===== src/rtl/uart_rx_param.sv =====
// Parametrised UART receiver: 2-flop synchroniser, mid-bit sampling FSM,
// and a valid/ack holding register carrying parity, framing, break and overrun flags.
module uart_rx_param #(
   parameter int CLKS_PER_BIT = 434,
   parameter int DATA_BITS    = 8,
   parameter int PARITY_EN    = 1,
   parameter int PARITY_ODD   = 0,
   parameter int STOP_BITS    = 1
) (
   input  logic                 clk,
   input  logic                 rst,
   input  logic                 rx,
   input  logic                 rx_ack,
   output logic [DATA_BITS-1:0] rx_data,
   output logic                 rx_valid,
   output logic                 parity_err,
   output logic                 frame_err,
   output logic                 break_det,
   output logic                 overrun_err,
   output logic                 busy
);

   localparam int                CNT_W  = $clog2(CLKS_PER_BIT);
   localparam int                IDX_W  = 4;
   localparam logic [CNT_W-1:0]  HALF_C = CNT_W'(CLKS_PER_BIT / 2);
   localparam logic [CNT_W-1:0]  LAST_C = CNT_W'(CLKS_PER_BIT - 1);
   localparam logic [IDX_W-1:0]  DLAST  = IDX_W'(DATA_BITS - 1);
   localparam logic [IDX_W-1:0]  SLAST  = IDX_W'(STOP_BITS - 1);

   typedef enum logic [2:0] {S_IDLE, S_START, S_DATA, S_PARITY, S_STOP} state_t;

   state_t                 state_q;
   logic                   rx_meta_q, rx_sync_q;
   logic [CNT_W-1:0]       cnt_q;
   logic [IDX_W-1:0]       idx_q;
   logic [DATA_BITS-1:0]   shift_q;
   logic                   par_q, ferr_q, done_q;

   logic [DATA_BITS-1:0]   data_q, data_d;
   logic                   valid_q, valid_d;
   logic                   perr_q, perr_d;
   logic                   ferr_out_q, ferr_out_d;
   logic                   brk_q, brk_d;
   logic                   ovr_q, ovr_d;
   logic                   perr_calc;

   always_ff @(posedge clk or posedge rst) begin
      if (rst) begin
         rx_meta_q <= 1'b1;
         rx_sync_q <= 1'b1;
      end else begin
         rx_meta_q <= rx;
         rx_sync_q <= rx_meta_q;
      end
   end

   // The counter is re-zeroed at the start bit's mid-point, so every later
   // sample at LAST_C lands in the middle of its bit.
   always_ff @(posedge clk or posedge rst) begin
      if (rst) begin
         state_q <= S_IDLE;
         cnt_q   <= '0;
         idx_q   <= '0;
         shift_q <= '0;
         par_q   <= 1'b0;
         ferr_q  <= 1'b0;
         done_q  <= 1'b0;
      end else begin
         done_q <= 1'b0;
         case (state_q)
            S_IDLE: begin
               cnt_q <= '0;
               if (!rx_sync_q) state_q <= S_START;
            end
            S_START: begin
               if (cnt_q == HALF_C) begin
                  cnt_q   <= '0;
                  idx_q   <= '0;
                  par_q   <= 1'b0;
                  ferr_q  <= 1'b0;
                  state_q <= rx_sync_q ? S_IDLE : S_DATA;
               end else begin
                  cnt_q <= cnt_q + CNT_W'(1);
               end
            end
            S_DATA: begin
               if (cnt_q == LAST_C) begin
                  cnt_q   <= '0;
                  shift_q <= {rx_sync_q, shift_q[DATA_BITS-1:1]};
                  if (idx_q == DLAST) begin
                     idx_q   <= '0;
                     state_q <= (PARITY_EN != 0) ? S_PARITY : S_STOP;
                  end else begin
                     idx_q <= idx_q + IDX_W'(1);
                  end
               end else begin
                  cnt_q <= cnt_q + CNT_W'(1);
               end
            end
            S_PARITY: begin
               if (cnt_q == LAST_C) begin
                  cnt_q   <= '0;
                  par_q   <= rx_sync_q;
                  state_q <= S_STOP;
               end else begin
                  cnt_q <= cnt_q + CNT_W'(1);
               end
            end
            S_STOP: begin
               if (cnt_q == LAST_C) begin
                  cnt_q <= '0;
                  if (!rx_sync_q) ferr_q <= 1'b1;
                  if (idx_q == SLAST) begin
                     idx_q   <= '0;
                     done_q  <= 1'b1;
                     state_q <= S_IDLE;
                  end else begin
                     idx_q <= idx_q + IDX_W'(1);
                  end
               end else begin
                  cnt_q <= cnt_q + CNT_W'(1);
               end
            end
            default: state_q <= S_IDLE;
         endcase
      end
   end

   assign perr_calc = (PARITY_EN != 0) && ((^shift_q) ^ par_q ^ (PARITY_ODD != 0));

   // A completing frame takes priority over a same-cycle ack.
   always_comb begin
      data_d     = data_q;
      valid_d    = valid_q;
      perr_d     = perr_q;
      ferr_out_d = ferr_out_q;
      brk_d      = brk_q;
      ovr_d      = ovr_q;
      if (done_q) begin
         data_d     = shift_q;
         valid_d    = 1'b1;
         perr_d     = perr_calc;
         ferr_out_d = ferr_q;
         brk_d      = ferr_q && (shift_q == '0) && !par_q;
         ovr_d      = rx_ack ? 1'b0 : (ovr_q | valid_q);
      end else if (rx_ack && valid_q) begin
         valid_d    = 1'b0;
         perr_d     = 1'b0;
         ferr_out_d = 1'b0;
         brk_d      = 1'b0;
         ovr_d      = 1'b0;
      end
   end

   always_ff @(posedge clk or posedge rst) begin
      if (rst) begin
         data_q     <= '0;
         valid_q    <= 1'b0;
         perr_q     <= 1'b0;
         ferr_out_q <= 1'b0;
         brk_q      <= 1'b0;
         ovr_q      <= 1'b0;
      end else begin
         data_q     <= data_d;
         valid_q    <= valid_d;
         perr_q     <= perr_d;
         ferr_out_q <= ferr_out_d;
         brk_q      <= brk_d;
         ovr_q      <= ovr_d;
      end
   end

   assign rx_data     = data_q;
   assign rx_valid    = valid_q;
   assign parity_err  = perr_q;
   assign frame_err   = ferr_out_q;
   assign break_det   = brk_q;
   assign overrun_err = ovr_q;
   assign busy        = (state_q != S_IDLE);

endmodule


===== config.mk =====
export PLATFORM = sky130hd
export DESIGN_NAME = uart_rx_param
export DESIGN_NICKNAME = d
export VERILOG_FILES = /design/src/rtl/uart_rx_param.sv
export SDC_FILE = /design/constraint.sdc
export NUM_CORES = 1
export LEC_CHECK = 0
export ABC_AREA = 1
export BUFFER_PORTS_ARGS = -buffer_cell sky130_fd_sc_hd__buf_2
export CAP_MARGIN = 20
export CORE_ASPECT_RATIO = 2
export CORE_MARGIN = 1
export CORE_UTILIZATION = 40
export CTS_BUF_LIST = sky130_fd_sc_hd__clkbuf_4
export DETAILED_ROUTE_END_ITERATION = 12
export PLACE_DENSITY = 0.62
export REMOVE_ABC_BUFFERS = 1
export SLEW_MARGIN = 0
export SYNTH_ARGS = -nofsm -noshare
export SYNTH_HDL_FRONTEND = slang
export SYNTH_SLANG_ARGS = --single-unit

===== constraint.sdc =====
create_clock -name clk -period 3.1 [get_ports clk]
set_clock_uncertainty 0.1 [all_clocks]
set_input_delay 0.62 -clock clk [delete_from_list [all_inputs] [get_ports clk]]
set_output_delay 0.62 -clock clk [all_outputs]
set_load 0.005 [all_outputs]

# Word level (Yosys, flattened, before mapping)
# Cells that the tools add are included.
op_classes:
  bitwise_logic: 2
  multipliers: 0
  eq_ne: 15
  addsub: 2
  n_reduce_logical: 20
  div_mod_pow: 0
  shifts: 0
  muxes: 34
  order_cmp: 0
ops:
  columns: ["operator", "count"]
  rows:
  - ["case mux 9 bit (3 select lines)", 1]
  - ["two-way mux 3 bit", 7]
  - ["two-way mux 4 bit", 5]
  - ["two-way mux 9 bit", 2]
  - ["inequality test 2 bit, second input constant", 8]
  - ["case mux 3 bit (5 select lines)", 1]
  - ["two-way mux 1 bit", 14]
  - ["case mux 4 bit (3 select lines)", 1]
  - ["adder 9 x 1 -> 9 bit, second input constant", 1]
  - ["equality test 9 x 8 -> 1 bit, second input constant", 1]
  - ["equality test 9 bit, second input constant", 1]
  - ["nonzero test 3 bit", 3]
  - ["zero test 8 bit", 1]
  - ["AND reduction 4 bit", 2]
  - ["XOR reduction 8 bit", 1]
  - ["AND reduction 7 bit", 1]
  - ["equality test 3 x 2 -> 1 bit, second input constant", 2]
  - ["nonzero test 2 bit", 3]
  - ["adder 4 x 1 -> 4 bit, second input constant", 1]
  - ["equality test 4 x 3 -> 1 bit, second input constant", 1]
  - ["zero test 4 bit", 1]
  - ["case mux 1 bit (2 select lines)", 2]
  - ["equality test 3 x 1 -> 1 bit, second input constant", 1]
  - ["equality test 3 bit, second input constant", 1]
  - ["other kinds (9)", 11]
word_totals:
  out_inout_bits: 14
  ff_bits: 42
  ram_bits: 0
  latchBits: 0
  memories: 0
  rom_bits: 0

# Depth between registers and ports, before layout
logic_depth:
  ltp_word: 4
  mapped_depth: 10
  mapped_depth_nobuf: 10

# Worst setup path after synthesis
# No wires, ideal clock.
synth_path:
  path_kind: "register to register"
  start: "register cnt_q[1]"
  end: "register shift_q[0]"
  path_stages_with_launch: 11
  path_slack_ns: 1.641
  period_less_slack_ns: 1.459
  arrival_time_ns: 1.241
  required_ns: 2.882
  path_cell_list: "dfrtp_1 > inv_1 > ha_1 > nand2_1 > nor2_2 > nand2_2 > inv_2 > nand2_2 > buf_6 > nand2_1 > o21ai_2"
synth_between:
  elab_chain_len: 2
synth_rtl:
  columns: ["element", "line_no", "text"]
  rows:
  - ["start, declared", "34", "logic [CNT_W-1:0] cnt_q;"]
  - ["start signal, assigned", "83", "cnt_q <= cnt_q + CNT_W'(1);"]
  - ["start signal, assigned", "97", "cnt_q <= cnt_q + CNT_W'(1);"]
  - ["start signal, assigned", "106", "cnt_q <= cnt_q + CNT_W'(1);"]
  - ["equality test 9 bit", "87", "if (cnt_q == LAST_C) begin"]
  - ["AND reduction 2 bit (no source line)", null, null]
  - ["end signal, assigned", "89", "shift_q <= {rx_sync_q, shift_q[DATA_BITS-1:1]};"]
  - ["end, declared", "36", "logic [DATA_BITS-1:0] shift_q;"]
# Every way passes these cells.
# A chain may end at the register's enable or synchronous reset.

# Final worst setup path
layout_path:
  start: "register state_q[0]"
  end: "output port busy"
layout_between:
  elab_chain_len: 1
layout_rtl:
  columns: ["element", "line_no", "text"]
  rows:
  - ["start, declared", "32", "state_t state_q;"]
  - ["start signal, assigned", "81", "state_q <= rx_sync_q ? S_IDLE : S_DATA;"]
  - ["start signal, assigned", "92", "state_q <= (PARITY_EN != 0) ? S_PARITY : S_STOP;"]
  - ["nonzero test 3 bit", "179", "assign busy = (state_q != S_IDLE);"]
  - ["end, declared", "20", "output logic busy"]
# Every way passes these cells.

==> impl_metrics.json <==
{
  "start_util_pct": 41.88,
  "synthTopCellsByArea": "dfrtp_1 (47%), nand2_1 (11%), inv_1 (6.3%), ha_1 (4.7%), o21ai_0 (4.2%)",
  "setup_viol": 0,
  "clock_path_buffers": 2,
  "finalMaxSlewViolations": 0,
  "first_pass_iters": 4,
  "startpoint_type": "flop",
  "core_sq_um": 5139,
  "syn_avg_cell_area_sq_um": 8.574,
  "path_cells": "nor2_2 > nand2_1 > buf_2",
  "die_h_microns": 105.7,
  "path_buf_inv": 1,
  "crit_type": "flop to output pin",
  "drtIter0Drc": 38,
  "insertion_delay_ns": 0.36,
  "yosys.area.top_type": "dfrtp_1",
  "num-fill-cells": 508,
  "antenna_left": 0,
  "holdWs_ns": 0.1372,
  "antenna_found_initial": 0,
  "vias_per_cell": 4.976,
  "clk_pin_slew_worst_paths_ns": 0.11,
  "drive_gt1_share_pct": 18.84,
  "cap_violations": 0,
  "hold_viol": 0,
  "postCtsHoldBufs": 0,
  "required_ns": 2.38,
  "synth_warnings": 0,
  "wl_per_cell_microns": 13.01,
  "clock.fmax_mhz": 534.4,
  "antennaDiodeCount": 0,
  "drc": 0,
  "nets": 287,
  "vias": 1662,
  "reg2reg_setup_slack_ns": 1.44,
  "power.density_nw_per_um2": 387.8,
  "cp_top_family": "flip-flops",
  "clock-sinks": 42,
  "slew_headroom_pct": 62.61,
  "ios": 18,
  "grt_pass1_wl_microns": 7203,
  "critPathMaxFanout": 4,
  "cts_root_buffer": "clkbuf_4",
  "final_util_pct": 46.87,
  "p_leak_uw": 0.001202,
  "status": "complete, no violations",
  "cts_resized": 0,
  "arrival_ns": 1.15,
  "fin_crit_sh_pct": 60.36,
  "first_global_vias": 1656,
  "crit_path_top_delay_cell": "dfrtp_1",
  "fin_crit_ns": 1.871,
  "cts_tree": "yes",
  "synth_top_cell_area_share_pct": 46.51,
  "cts_made_buffers": 5,
  "max_stage_delay_ns": 0.42,
  "dieArea_sq_um": 5695,
  "total_power_uw": 934.1,
  "postLayoutCellArea_sq_um": 2409,
  "grt.overflow.total": 0,
  "synth_seq_area_share_pct": 48.95,
  "netlist_area_sq_um": 2152,
  "grt_max_degree": 30,
  "synthCells": 251,
  "port_buffers": 17,
  "die_x_microns": 53.87,
  "cts_setup_buffers": 0,
  "hpwl_microns": 3369,
  "ys_types": 28,
  "tns_ns": 0,
  "endpoint_kind": "output pin",
  "gp_congestion": 0.8103,
  "drt_wl_total_microns": 4344,
  "placed_cell_area_sq_um": 2302,
  "worstMarginPinSlew_ns": 0.5574,
  "vdd_drop_max_mv": 0.2932,
  "syn2layout_area_growth_pct": 11.92,
  "track_usage_pct": 17.67,
  "rows": 37,
  "ys_ff_latch": 42,
  "hp-class": "input port to asynchronous set/reset pin",
  "rsz0062_at_grt": "false",
  "htreeDepth": 2
}
[power breakdown]
part	internal, uW	total (uW)	switching, uW
clock network	177	354	177
registers	553	556	2.42
logic	9.35	24.6	15.2
[metal layers]
metal	part of all wire, %	GRT usage [%]	vias to the layer above
li1	-	-	848
met1	37	16.45	772
met2	58	33.33	31
met3	2.3	3.030	11
met4	3.1	8.835	0
met5	0	0	-
[state kept, by name, indices dropped and copies added, names as in the netlist, 3 cells and up]
| signal | count |
|---|---|
| state_q | 3 |
| cnt_q | 9 |
| shift_q | 8 |
| rx_data | 8 |
| idx_q | 4 |
[cell usage in the layout (no fill, tap or decap), types with 2 or more instances in the layout]
| cell type | n |
|---|---|
| nand2_2 | 7 |
| dfstp_2 | 2 |
| inv_1 | 35 |
| o21ai_1 | 3 |
| xor2_1 | 8 |
| nand2_1 | 64 |
| xnor2_1 | 2 |
| dfrtp_1 | 40 |
| nand3_1 | 17 |
| inv_2 | 3 |
| nor2_1 | 10 |
| o21bai_1 | 3 |
| o21ai_2 | 8 |
| a21oi_1 | 3 |
| nor2_2 | 3 |
| nand2b_1 | 2 |
| o22ai_1 | 5 |
| o21ai_0 | 18 |
| buf_2 | 17 |
| ha_1 | 8 |
| clkbuf_4 | 6 |
| clkinv_1 | 2 |
[worst paths after layout]
check,from,endpoint,cells after the start
max in group asynchronous,rst,done_q,4
setup / recovery,state_q[0],busy,3
hold / removal,rst,rx_data[6],2
min in group clk,rx,rx_meta_q,1
hold reg to reg,rx_meta_q,rx_sync_q,0
setup reg to reg,cnt_q[1],shift_q[5],9
[synthesized netlist by cell type, drive strengths merged]
cell	count
o21ai	29
inv	39
nand3	18
dfstp	2
buf	1
o22ai	5
nor2	15
xor2	8
xnor2	2
nor3	1
clkbuf	1
a31oi	1
a22o	1
nand4	1
ha	8
o21bai	3
nand2	71
a21oi	3
nand2b	2
dfrtp	40
[through the flow]
step,worst slack (ns),cells
2_1_floorplan,1.409,249
3_3_place_gp,1.473,325
3_5_place_dp,1.468,325
4_1_cts,1.202,333
5_1_grt,1.127,334
6_report,1.229,334
[final cells by class]
cell class	count	area, sq um	area share (%)
Tap cell	58	72.57	3.013
Clock inverter	2	33.78	1.403
Inverter	39	146.4	6.078
Multi-Input combinational cell	168	937.1	38.91
Timing Repair Buffer	19	120.1	4.987
Clock buffer	6	45.04	1.870
Sequential cell	42	1054	43.74
[logic make-up (layout without fill, tap and decap cells)]
| logic type | Yosys count | in the layout | synth area share (%) |
|---|---|---|---|
| and+or+nand+nor | 108 | 108 | 22.79 |
| xor gates and xnor gates | 10 | 10 | 4.070 |
| DFF | 42 | 42 | 48.95 |
| AOI/OAI and AO/OA | 42 | 42 | 12.03 |
| adders and majority gates | 8 | 8 | 4.651 |
| buffers and inverters | 41 | 66 | 7.500 |
Power figures use the tool's default switching activity.
